<file path="src/rtl/fp_add_sched_pkg.sv">
// Shared types and constants for the FP add/sub scheduler.
// State encoding, operand width and the requester-ID width helper.
package fp_add_sched_pkg;

    localparam int FP_W = 32;

    typedef enum logic [1:0] {
        IDLE = 2'd0,
        BUSY = 2'd1,
        RESP = 2'd2
    } state_e;

    function automatic int id_width(input int n);
        return (n > 1) ? $clog2(n) : 1;
    endfunction

endpackage

</file>
<file path="src/rtl/fp_add_sched_if.sv">
// Bundle of requester, adder-core, response and sticky-flag signals of fp_add_sched.
// master = requesters/core/consumer side, slave = the scheduler itself.
interface fp_add_sched_if #(
    parameter int NUM_REQ = 4,
    parameter int ID_W    = 2
);
    import fp_add_sched_pkg::*;

    logic [NUM_REQ-1:0]      req_valid;
    logic [NUM_REQ-1:0]      req_ready;
    logic [NUM_REQ*FP_W-1:0] req_a;
    logic [NUM_REQ*FP_W-1:0] req_b;
    logic [NUM_REQ-1:0]      req_sub;

    logic [FP_W-1:0]         add_a;
    logic [FP_W-1:0]         add_b;
    logic                    add_sub;
    logic                    add_start;
    logic [FP_W-1:0]         add_result;
    logic                    add_overflow;
    logic                    add_inexact;

    logic                    rsp_valid;
    logic                    rsp_ready;
    logic [ID_W-1:0]         rsp_id;
    logic [FP_W-1:0]         rsp_result;
    logic                    rsp_overflow;
    logic                    rsp_inexact;

    logic                    flag_clr;
    logic                    flag_ovf;
    logic                    flag_inx;

    modport master (
        output req_valid, req_a, req_b, req_sub,
        input  req_ready,
        input  add_a, add_b, add_sub, add_start,
        output add_result, add_overflow, add_inexact,
        input  rsp_valid, rsp_id, rsp_result, rsp_overflow, rsp_inexact,
        output rsp_ready, flag_clr,
        input  flag_ovf, flag_inx
    );

    modport slave (
        input  req_valid, req_a, req_b, req_sub,
        output req_ready,
        output add_a, add_b, add_sub, add_start,
        input  add_result, add_overflow, add_inexact,
        output rsp_valid, rsp_id, rsp_result, rsp_overflow, rsp_inexact,
        input  rsp_ready, flag_clr,
        output flag_ovf, flag_inx
    );

endinterface

</file>
<file path="src/rtl/fp_add_sched_rr_arbiter.sv">
// Combinational round-robin arbiter: first request at or after ptr_i, wrapping modulo N.
// Pure logic, no state; the pointer register lives in the parent.
module rr_arbiter #(
    parameter int N  = 4,
    parameter int IW = 2
) (
    input  logic [N-1:0]  req_i,
    input  logic [IW-1:0] ptr_i,
    output logic [N-1:0]  gnt_o,
    output logic [IW-1:0] idx_o,
    output logic          any_o
);

    logic [IW-1:0] j;

    always_comb begin
        gnt_o = '0;
        idx_o = '0;
        any_o = 1'b0;
        j     = '0;
        for (int k = 0; k < N; k++) begin
            j = IW'((int'(ptr_i) + k) % N);
            if (!any_o && req_i[j]) begin
                any_o    = 1'b1;
                gnt_o[j] = 1'b1;
                idx_o    = j;
            end
        end
    end

endmodule

</file>
<file path="src/rtl/fp_add_sched.sv">
// Round-robin scheduler sharing one FP add/sub core among NUM_REQ requesters; result returned with ID.
// Optional sticky overflow/inexact flags are built when FLAG_STICKY_EN is defined.
module fp_add_sched
    import fp_add_sched_pkg::*;
#(
    parameter int NUM_REQ     = 4,
    parameter int ADD_LATENCY = 3,
    parameter int ID_W        = id_width(NUM_REQ)
) (
    input  logic          clk,
    input  logic          rst_n,
    fp_add_sched_if.slave bus
);

    localparam int CNT_W = $clog2(ADD_LATENCY + 1);

    state_e            state_q, state_d;
    logic [ID_W-1:0]   ptr_q, ptr_d;
    logic [ID_W-1:0]   id_q, id_d;
    logic [CNT_W-1:0]  cnt_q, cnt_d;
    logic [FP_W-1:0]   a_q, a_d, b_q, b_d, res_q, res_d;
    logic              sub_q, sub_d, ovf_q, ovf_d, inx_q, inx_d;

    logic [NUM_REQ-1:0] gnt;
    logic [ID_W-1:0]    gnt_idx;
    logic               gnt_any;
    logic               rsp_hs;

    rr_arbiter #(.N(NUM_REQ), .IW(ID_W)) u_arb (
        .req_i (bus.req_valid),
        .ptr_i (ptr_q),
        .gnt_o (gnt),
        .idx_o (gnt_idx),
        .any_o (gnt_any)
    );

    always_comb begin
        state_d       = state_q;
        ptr_d         = ptr_q;
        id_d          = id_q;
        cnt_d         = cnt_q;
        a_d           = a_q;
        b_d           = b_q;
        sub_d         = sub_q;
        res_d         = res_q;
        ovf_d         = ovf_q;
        inx_d         = inx_q;
        bus.req_ready = '0;
        bus.add_start = 1'b0;
        bus.rsp_valid = 1'b0;
        unique case (state_q)
            IDLE: begin
                bus.req_ready = gnt;
                if (gnt_any) begin
                    a_d     = bus.req_a[gnt_idx*FP_W +: FP_W];
                    b_d     = bus.req_b[gnt_idx*FP_W +: FP_W];
                    sub_d   = bus.req_sub[gnt_idx];
                    id_d    = gnt_idx;
                    ptr_d   = (gnt_idx == ID_W'(NUM_REQ - 1)) ? '0 : gnt_idx + 1'b1;
                    cnt_d   = '0;
                    state_d = BUSY;
                end
            end
            BUSY: begin
                bus.add_start = (cnt_q == '0);
                cnt_d         = cnt_q + 1'b1;
                // Core result is sampled on the edge that ends the last busy cycle.
                if (cnt_q == CNT_W'(ADD_LATENCY - 1)) begin
                    res_d   = bus.add_result;
                    ovf_d   = bus.add_overflow;
                    inx_d   = bus.add_inexact;
                    state_d = RESP;
                end
            end
            RESP: begin
                bus.rsp_valid = 1'b1;
                if (bus.rsp_ready) state_d = IDLE;
            end
            default: state_d = IDLE;
        endcase
    end

    always_ff @(posedge clk or negedge rst_n) begin
        if (!rst_n) begin
            state_q <= IDLE;
            ptr_q   <= '0;
            id_q    <= '0;
            cnt_q   <= '0;
            a_q     <= '0;
            b_q     <= '0;
            sub_q   <= 1'b0;
            res_q   <= '0;
            ovf_q   <= 1'b0;
            inx_q   <= 1'b0;
        end else begin
            state_q <= state_d;
            ptr_q   <= ptr_d;
            id_q    <= id_d;
            cnt_q   <= cnt_d;
            a_q     <= a_d;
            b_q     <= b_d;
            sub_q   <= sub_d;
            res_q   <= res_d;
            ovf_q   <= ovf_d;
            inx_q   <= inx_d;
        end
    end

    assign rsp_hs           = (state_q == RESP) && bus.rsp_ready;
    assign bus.add_a        = a_q;
    assign bus.add_b        = b_q;
    assign bus.add_sub      = sub_q;
    assign bus.rsp_id       = id_q;
    assign bus.rsp_result   = res_q;
    assign bus.rsp_overflow = ovf_q;
    assign bus.rsp_inexact  = inx_q;

`ifdef FLAG_STICKY_EN
    logic flag_ovf_q, flag_ovf_d, flag_inx_q, flag_inx_d;

    // A set on the handshake beats a simultaneous clear.
    assign flag_ovf_d = (rsp_hs && ovf_q) ? 1'b1 : (bus.flag_clr ? 1'b0 : flag_ovf_q);
    assign flag_inx_d = (rsp_hs && inx_q) ? 1'b1 : (bus.flag_clr ? 1'b0 : flag_inx_q);

    always_ff @(posedge clk or negedge rst_n) begin
        if (!rst_n) begin
            flag_ovf_q <= 1'b0;
            flag_inx_q <= 1'b0;
        end else begin
            flag_ovf_q <= flag_ovf_d;
            flag_inx_q <= flag_inx_d;
        end
    end

    assign bus.flag_ovf = flag_ovf_q;
    assign bus.flag_inx = flag_inx_q;
`else
    logic unused_flag_in;
    assign unused_flag_in = bus.flag_clr ^ rsp_hs;
    assign bus.flag_ovf   = 1'b0;
    assign bus.flag_inx   = 1'b0;
`endif

endmodule

</file>
<file path="src/flat_wrapper.sv">
// flat-port wrapper written by rule: the top's interface ports become plain ports
module fp_add_sched_flat import fp_add_sched_pkg::*;
#(
    parameter int NUM_REQ     = 4,
    parameter int ADD_LATENCY = 3,
    parameter int ID_W        = id_width(NUM_REQ)
)
  (clk, rst_n, bus_req_valid, bus_req_a, bus_req_b, bus_req_sub, bus_req_ready, bus_add_a, bus_add_b, bus_add_sub, bus_add_start, bus_add_result, bus_add_overflow, bus_add_inexact, bus_rsp_valid, bus_rsp_id, bus_rsp_result, bus_rsp_overflow, bus_rsp_inexact, bus_rsp_ready, bus_flag_clr, bus_flag_ovf, bus_flag_inx);
  fp_add_sched_if #(.NUM_REQ(NUM_REQ), .ID_W(ID_W)) bus_i ();
  input  logic clk;
  input  logic rst_n;
  input wire logic [$bits(bus_i.req_valid)-1:0] bus_req_valid;
  input wire logic [$bits(bus_i.req_a)-1:0] bus_req_a;
  input wire logic [$bits(bus_i.req_b)-1:0] bus_req_b;
  input wire logic [$bits(bus_i.req_sub)-1:0] bus_req_sub;
  output wire logic [$bits(bus_i.req_ready)-1:0] bus_req_ready;
  output wire logic [$bits(bus_i.add_a)-1:0] bus_add_a;
  output wire logic [$bits(bus_i.add_b)-1:0] bus_add_b;
  output wire logic [$bits(bus_i.add_sub)-1:0] bus_add_sub;
  output wire logic [$bits(bus_i.add_start)-1:0] bus_add_start;
  input wire logic [$bits(bus_i.add_result)-1:0] bus_add_result;
  input wire logic [$bits(bus_i.add_overflow)-1:0] bus_add_overflow;
  input wire logic [$bits(bus_i.add_inexact)-1:0] bus_add_inexact;
  output wire logic [$bits(bus_i.rsp_valid)-1:0] bus_rsp_valid;
  output wire logic [$bits(bus_i.rsp_id)-1:0] bus_rsp_id;
  output wire logic [$bits(bus_i.rsp_result)-1:0] bus_rsp_result;
  output wire logic [$bits(bus_i.rsp_overflow)-1:0] bus_rsp_overflow;
  output wire logic [$bits(bus_i.rsp_inexact)-1:0] bus_rsp_inexact;
  input wire logic [$bits(bus_i.rsp_ready)-1:0] bus_rsp_ready;
  input wire logic [$bits(bus_i.flag_clr)-1:0] bus_flag_clr;
  output wire logic [$bits(bus_i.flag_ovf)-1:0] bus_flag_ovf;
  output wire logic [$bits(bus_i.flag_inx)-1:0] bus_flag_inx;
  assign bus_i.req_valid = bus_req_valid;
  assign bus_i.req_a = bus_req_a;
  assign bus_i.req_b = bus_req_b;
  assign bus_i.req_sub = bus_req_sub;
  assign bus_req_ready = bus_i.req_ready;
  assign bus_add_a = bus_i.add_a;
  assign bus_add_b = bus_i.add_b;
  assign bus_add_sub = bus_i.add_sub;
  assign bus_add_start = bus_i.add_start;
  assign bus_i.add_result = bus_add_result;
  assign bus_i.add_overflow = bus_add_overflow;
  assign bus_i.add_inexact = bus_add_inexact;
  assign bus_rsp_valid = bus_i.rsp_valid;
  assign bus_rsp_id = bus_i.rsp_id;
  assign bus_rsp_result = bus_i.rsp_result;
  assign bus_rsp_overflow = bus_i.rsp_overflow;
  assign bus_rsp_inexact = bus_i.rsp_inexact;
  assign bus_i.rsp_ready = bus_rsp_ready;
  assign bus_i.flag_clr = bus_flag_clr;
  assign bus_flag_ovf = bus_i.flag_ovf;
  assign bus_flag_inx = bus_i.flag_inx;
  fp_add_sched #(.NUM_REQ(NUM_REQ), .ADD_LATENCY(ADD_LATENCY), .ID_W(ID_W)) u_core (.clk(clk), .rst_n(rst_n), .bus(bus_i));
endmodule
</file>
<file path="config.mk">
export PLATFORM = sky130hd
export DESIGN_NAME = fp_add_sched_flat
export DESIGN_NICKNAME = d
export VERILOG_FILES = /design/src/rtl/fp_add_sched_pkg.sv /design/src/rtl/fp_add_sched_if.sv /design/src/rtl/fp_add_sched_rr_arbiter.sv /design/src/rtl/fp_add_sched.sv /design/src/flat_wrapper.sv
export SDC_FILE = /design/constraint.sdc
export NUM_CORES = 1
export LEC_CHECK = 0
export CAP_MARGIN = 5
export CORE_AREA = 4 4 159 161
export CTS_BUF_LIST = sky130_fd_sc_hd__clkbuf_8
export CTS_CLUSTER_DIAMETER = 50
export DETAILED_ROUTE_END_ITERATION = 6
export DIE_AREA = 0 0 163 165
export GPL_ROUTABILITY_DRIVEN = 0
export GPL_TIMING_DRIVEN = 0
export SLEW_MARGIN = 20
export SYNTH_ARGS = -nofsm -noshare
export SYNTH_HDL_FRONTEND = slang
export SYNTH_HIERARCHICAL = 1
export SYNTH_SLANG_ARGS = --single-unit
</file>
<file path="constraint.sdc">
create_clock -name clk -period 8.15 [get_ports clk]
set_input_delay 1.63 -clock clk [delete_from_list [all_inputs] [get_ports clk]]
set_output_delay 1.63 -clock clk [all_outputs]
set_load 0.03 [all_outputs]
</file>
==> summary.md <==
| Metric | Value |
|---|---|
| PortBufs | `407` |
| RR Startpoint | `u_core/ptr_q[1]$_DFFE_PN0P_` |
| Final Power | `4.933 mW` |
| Least-Margin Pin Slew | `0.7945 ns` |
| Leak pwr | `4.244 nW` |
| Initial core utilization | `0.2587` |
| Area contributors post-synth | `dfrtp_1 (43%), mux4_2 (24%), mux2_2 (15%)` |
| Critical path arrival | `4.23 ns` |
| WL/cell | `21.15 um` |
| Post-synthesis async set-or-reset flop share | `1.000` |
| Finish-stage setup viols | `0` |
| Post-CTS setup buffers | `0` |
| Synth Cell Area | `6200 sq um` |
| Switching part of the total power | `0.4204` |
| Global-route wire length before repair | `34,630 um` |
| Final instance area | `10,920 sq um` |
| Initial antenna violation count | `1` |
| Distinct cells, synth | `33` |
| FMAX | `170.7 MHz` |
| Worst hold path type | `reg -> reg` |
| Die X | `163 um` |
| CP max-delay cell | `clkdlybuf4s50_1` |
| Tot GR Track Use | `0.1699` |
| Vias per cell | `4.622` |
| Register bit count reported by yosys | `107` |
| Worst-skew pair later-pin latency | `0.39 ns` |
| Vias in the first global route | `5,841` |
| Sequential share of the synthesized area | `0.4319` |
| Share of cells above drive strength 1 | `0.2719` |
| Most frequent cells in the layout | `clkdlybuf4s50_1 (406), dfrtp_1 (107), mux2_2 (80)` |
| Area leader, netlist | `dfrtp_1` |
| Int Pwr | `2.859 mW` |
| Detail Placement HPWL | `19,740 um` |
| Crit-path cells | `clkdlybuf4s50_1, mux4_2, buf_6, nor4b_4, a22oi_1, o21ai_0, and2_1, clkdlybuf4s50_1` |
| Post-route DRC | `0` |
| Worst-path clk slew | `0.11 ns` |
| Hold-fix buffers, CTS | `0` |
| Synth-to-Final Area Change | `76.08%` |
| Yosys Warn Count | `6` |
| Hold_sp | `u_core/bus.add_a[17]$_DFFE_PN0P_` |
| Layout Skew | `0.02132 ns` |
| Vias | `5,186` |
| VDD IR max | `0.0001880 V` |
| Endpoint class of the critical path | `primary output` |
| Worst rel slew slack | `0.4703` |
| Post-synthesis cell count | `373` |
| Outcome | `completed` |
| Die height | `165 um` |
| I/O pin count | `411` |
| Crit Path Max Fanout | `10` |
| CTS root buffer | `clkbuf_8` |
| Core Box Area | `23,960 sq um` |
| Initial DRC count | `157` |
| Commonest non-fill, non-tap cell in the layout | `clkdlybuf4s50_1` |
| Post_cts resized | `0` |
| PwrDens | `451.9 nW/um^2` |
| Clock network power share | `0.070` |
| Synth Area per Inst | `16.62 sq um` |
| Finished Layout Cells | `1,122` |
| Combinational power share | `0.731` |
| CTS Buf Count | `9` |
| Maximum clock insertion buffer count | `2` |
| Most used cell, CP | `clkdlybuf4s50_1` |
| Post-DP Area | `10,710 sq um` |
| Row cnt | `57` |
| Share of the synthesized area in the top cell type | `0.4319` |
| Maxcap violations | `0` |
| Die ar. | `26,900 sq um` |
| H-tree lvl count | `3` |
| Critical Path Source | `bus_req_valid[3]` |
| ANT cells | `0` |
| Inst Count DP | `1,106` |
| Critical path required time | `6.52 ns` |
| Seq pwr share | `0.199` |
| Switching pwr | `2.074 mW` |
| Fill cells | `2,180` |
| Post-synth top flop | `dfrtp_1` |
| Pin count of the biggest net entering global routing | `74` |
| Sink Count | `107` |
| Type of origin of the critical path | `primary input` |
| Kind of critical path | `in -> out` |
| EDFF count, synth | `0` |
| Pins over their slew limit | `0` |
| CP max stage delay | `0.70 ns` |
| Period Utilization, post-route | `0.7188` |
| Final nets | `1,103` |
| First drt pass iteration count | `4` |
| CTS tree | `done` |
| Final hold vios | `0` |
| Minimum clock period | `5.858 ns` |
| Final setup TNS | `0 ns` |
| RSZ-0062 raised after global routing | `no` |
| Routed Antenna Nets | `0` |
| GRT overflow | `0` |
| Final WL | `23,730 um` |
==> path summary, 6_finish.rpt <==
path                                                              end  slack [ns]  depth (start not counted)
worst max register to register       u_core/bus.add_b[23]$_DFFE_PN0P_        4.17                         11
worst min register to register       u_core/bus.add_a[17]$_DFFE_PN0P_        0.52                          1
worst min-delay path                 u_core/bus.add_a[17]$_DFFE_PN0P_        0.52                          1
worst max-delay path                                 bus_req_ready[1]        2.29                          8
max in group asynchronous             u_core/bus.add_b[2]$_DFFE_PN0P_        6.33                          2
min in group asynchronous       u_core/bus.rsp_result[13]$_DFFE_PN0P_        1.10                          1
==> final cells by class <==
| cell class | count | area (sq um) | share of cell area |
|---|---|---|---|
| Clock inverter | 7 | 81.33 | 0.007450 |
| Sequential cell | 107 | 2678 | 0.2453 |
| Buffer | 31 | 235.2 | 0.02155 |
| Timing Repair Buffer | 408 | 4103 | 0.3758 |
| Multi-Input combinational cell | 230 | 3268 | 0.2994 |
| Tap cell | 324 | 405.4 | 0.03713 |
| Inverter | 6 | 22.52 | 0.002063 |
| Clock buffer | 9 | 123.9 | 0.01135 |
==> metal layers <==
metal / share of wire / global-route usage / vias to the layer above
met5: 0.00080 / 0 / -
met4: 0.017 / 0.04651 / 2
met3: 0.089 / 0.04991 / 28
met2: 0.54 / 0.3126 / 274
met1: 0.36 / 0.1918 / 2579
li1: - / - / 2303
==> power by group through the flow <==
| stage | registers (mW) | clock network (mW) | logic [mW] |
|---|---|---|---|
| after floorplan | 1.49 | 0 | 1.95 |
| after global placement | 0.982 | 0 | 3.62 |
| after detailed placement | 0.992 | 0 | 3.67 |
| after CTS | 0.985 | 0.366 | 3.68 |
| after global routing | 1.02 | 0.387 | 3.85 |
| final | 0.982 | 0.346 | 3.60 |
==> cells by family after synthesis <==
| family | count (synthesis) | share of synthesized area |
|---|---|---|
| other | 1 | 0.0006049 |
| buffers and inverters | 37 | 0.04157 |
| AO/OA/AOI/OAI | 21 | 0.02341 |
| adder cells (fa/ha/maj) | 8 | 0.01615 |
| multiplexers | 176 | 0.4609 |
| AND/OR/NAND/NOR | 23 | 0.02543 |
| flip-flops | 107 | 0.4319 |
==> cells in the mapped netlist (4+ instances only) <==
cell        n
nand2b_1    5
buf_2      13
and2_1      5
a22oi_1     8
nor2_1      5
buf_4       4
mux2_4     25
clkbuf_1    7
ha_1        8
buf_12      4
mux4_2     67
o21ai_0     6
mux2_2     80
inv_1       6
dfrtp_1   107
==> sequential cells by signal (all words and copies together) (netlist names) <==
signal / flops
u_core/bus.add_a: 32
u_core/bus.add_b: 32
u_core/bus.add_sub: 1
u_core/bus.rsp_id: 2
u_core/bus.rsp_inexact: 1
u_core/bus.rsp_overflow: 1
u_core/bus.rsp_result: 32
u_core/cnt_q: 2
u_core/ptr_q: 2
u_core/state_q: 2
==> worst max-delay path: cells and delay by family <==
family	cells	cell delay, ns
buf+inv	3	1.34
simple gates	2	0.53
mux	1	0.50
compound gates	2	0.23
==> stage by stage <==
stage	hold slack (ns)	setup slack, ns	util
finish	0.5189	2.292	0.4556
global route	0.5279	2.137	0.4556
CTS	0.5211	2.332	0.4556
global placement	0.4877	1.228	0.4458
detailed placement	0.4922	2.330	0.4470
floorplan	0.4915	3.495	-
No activity file was read; power rests on OpenSTA's default activity.
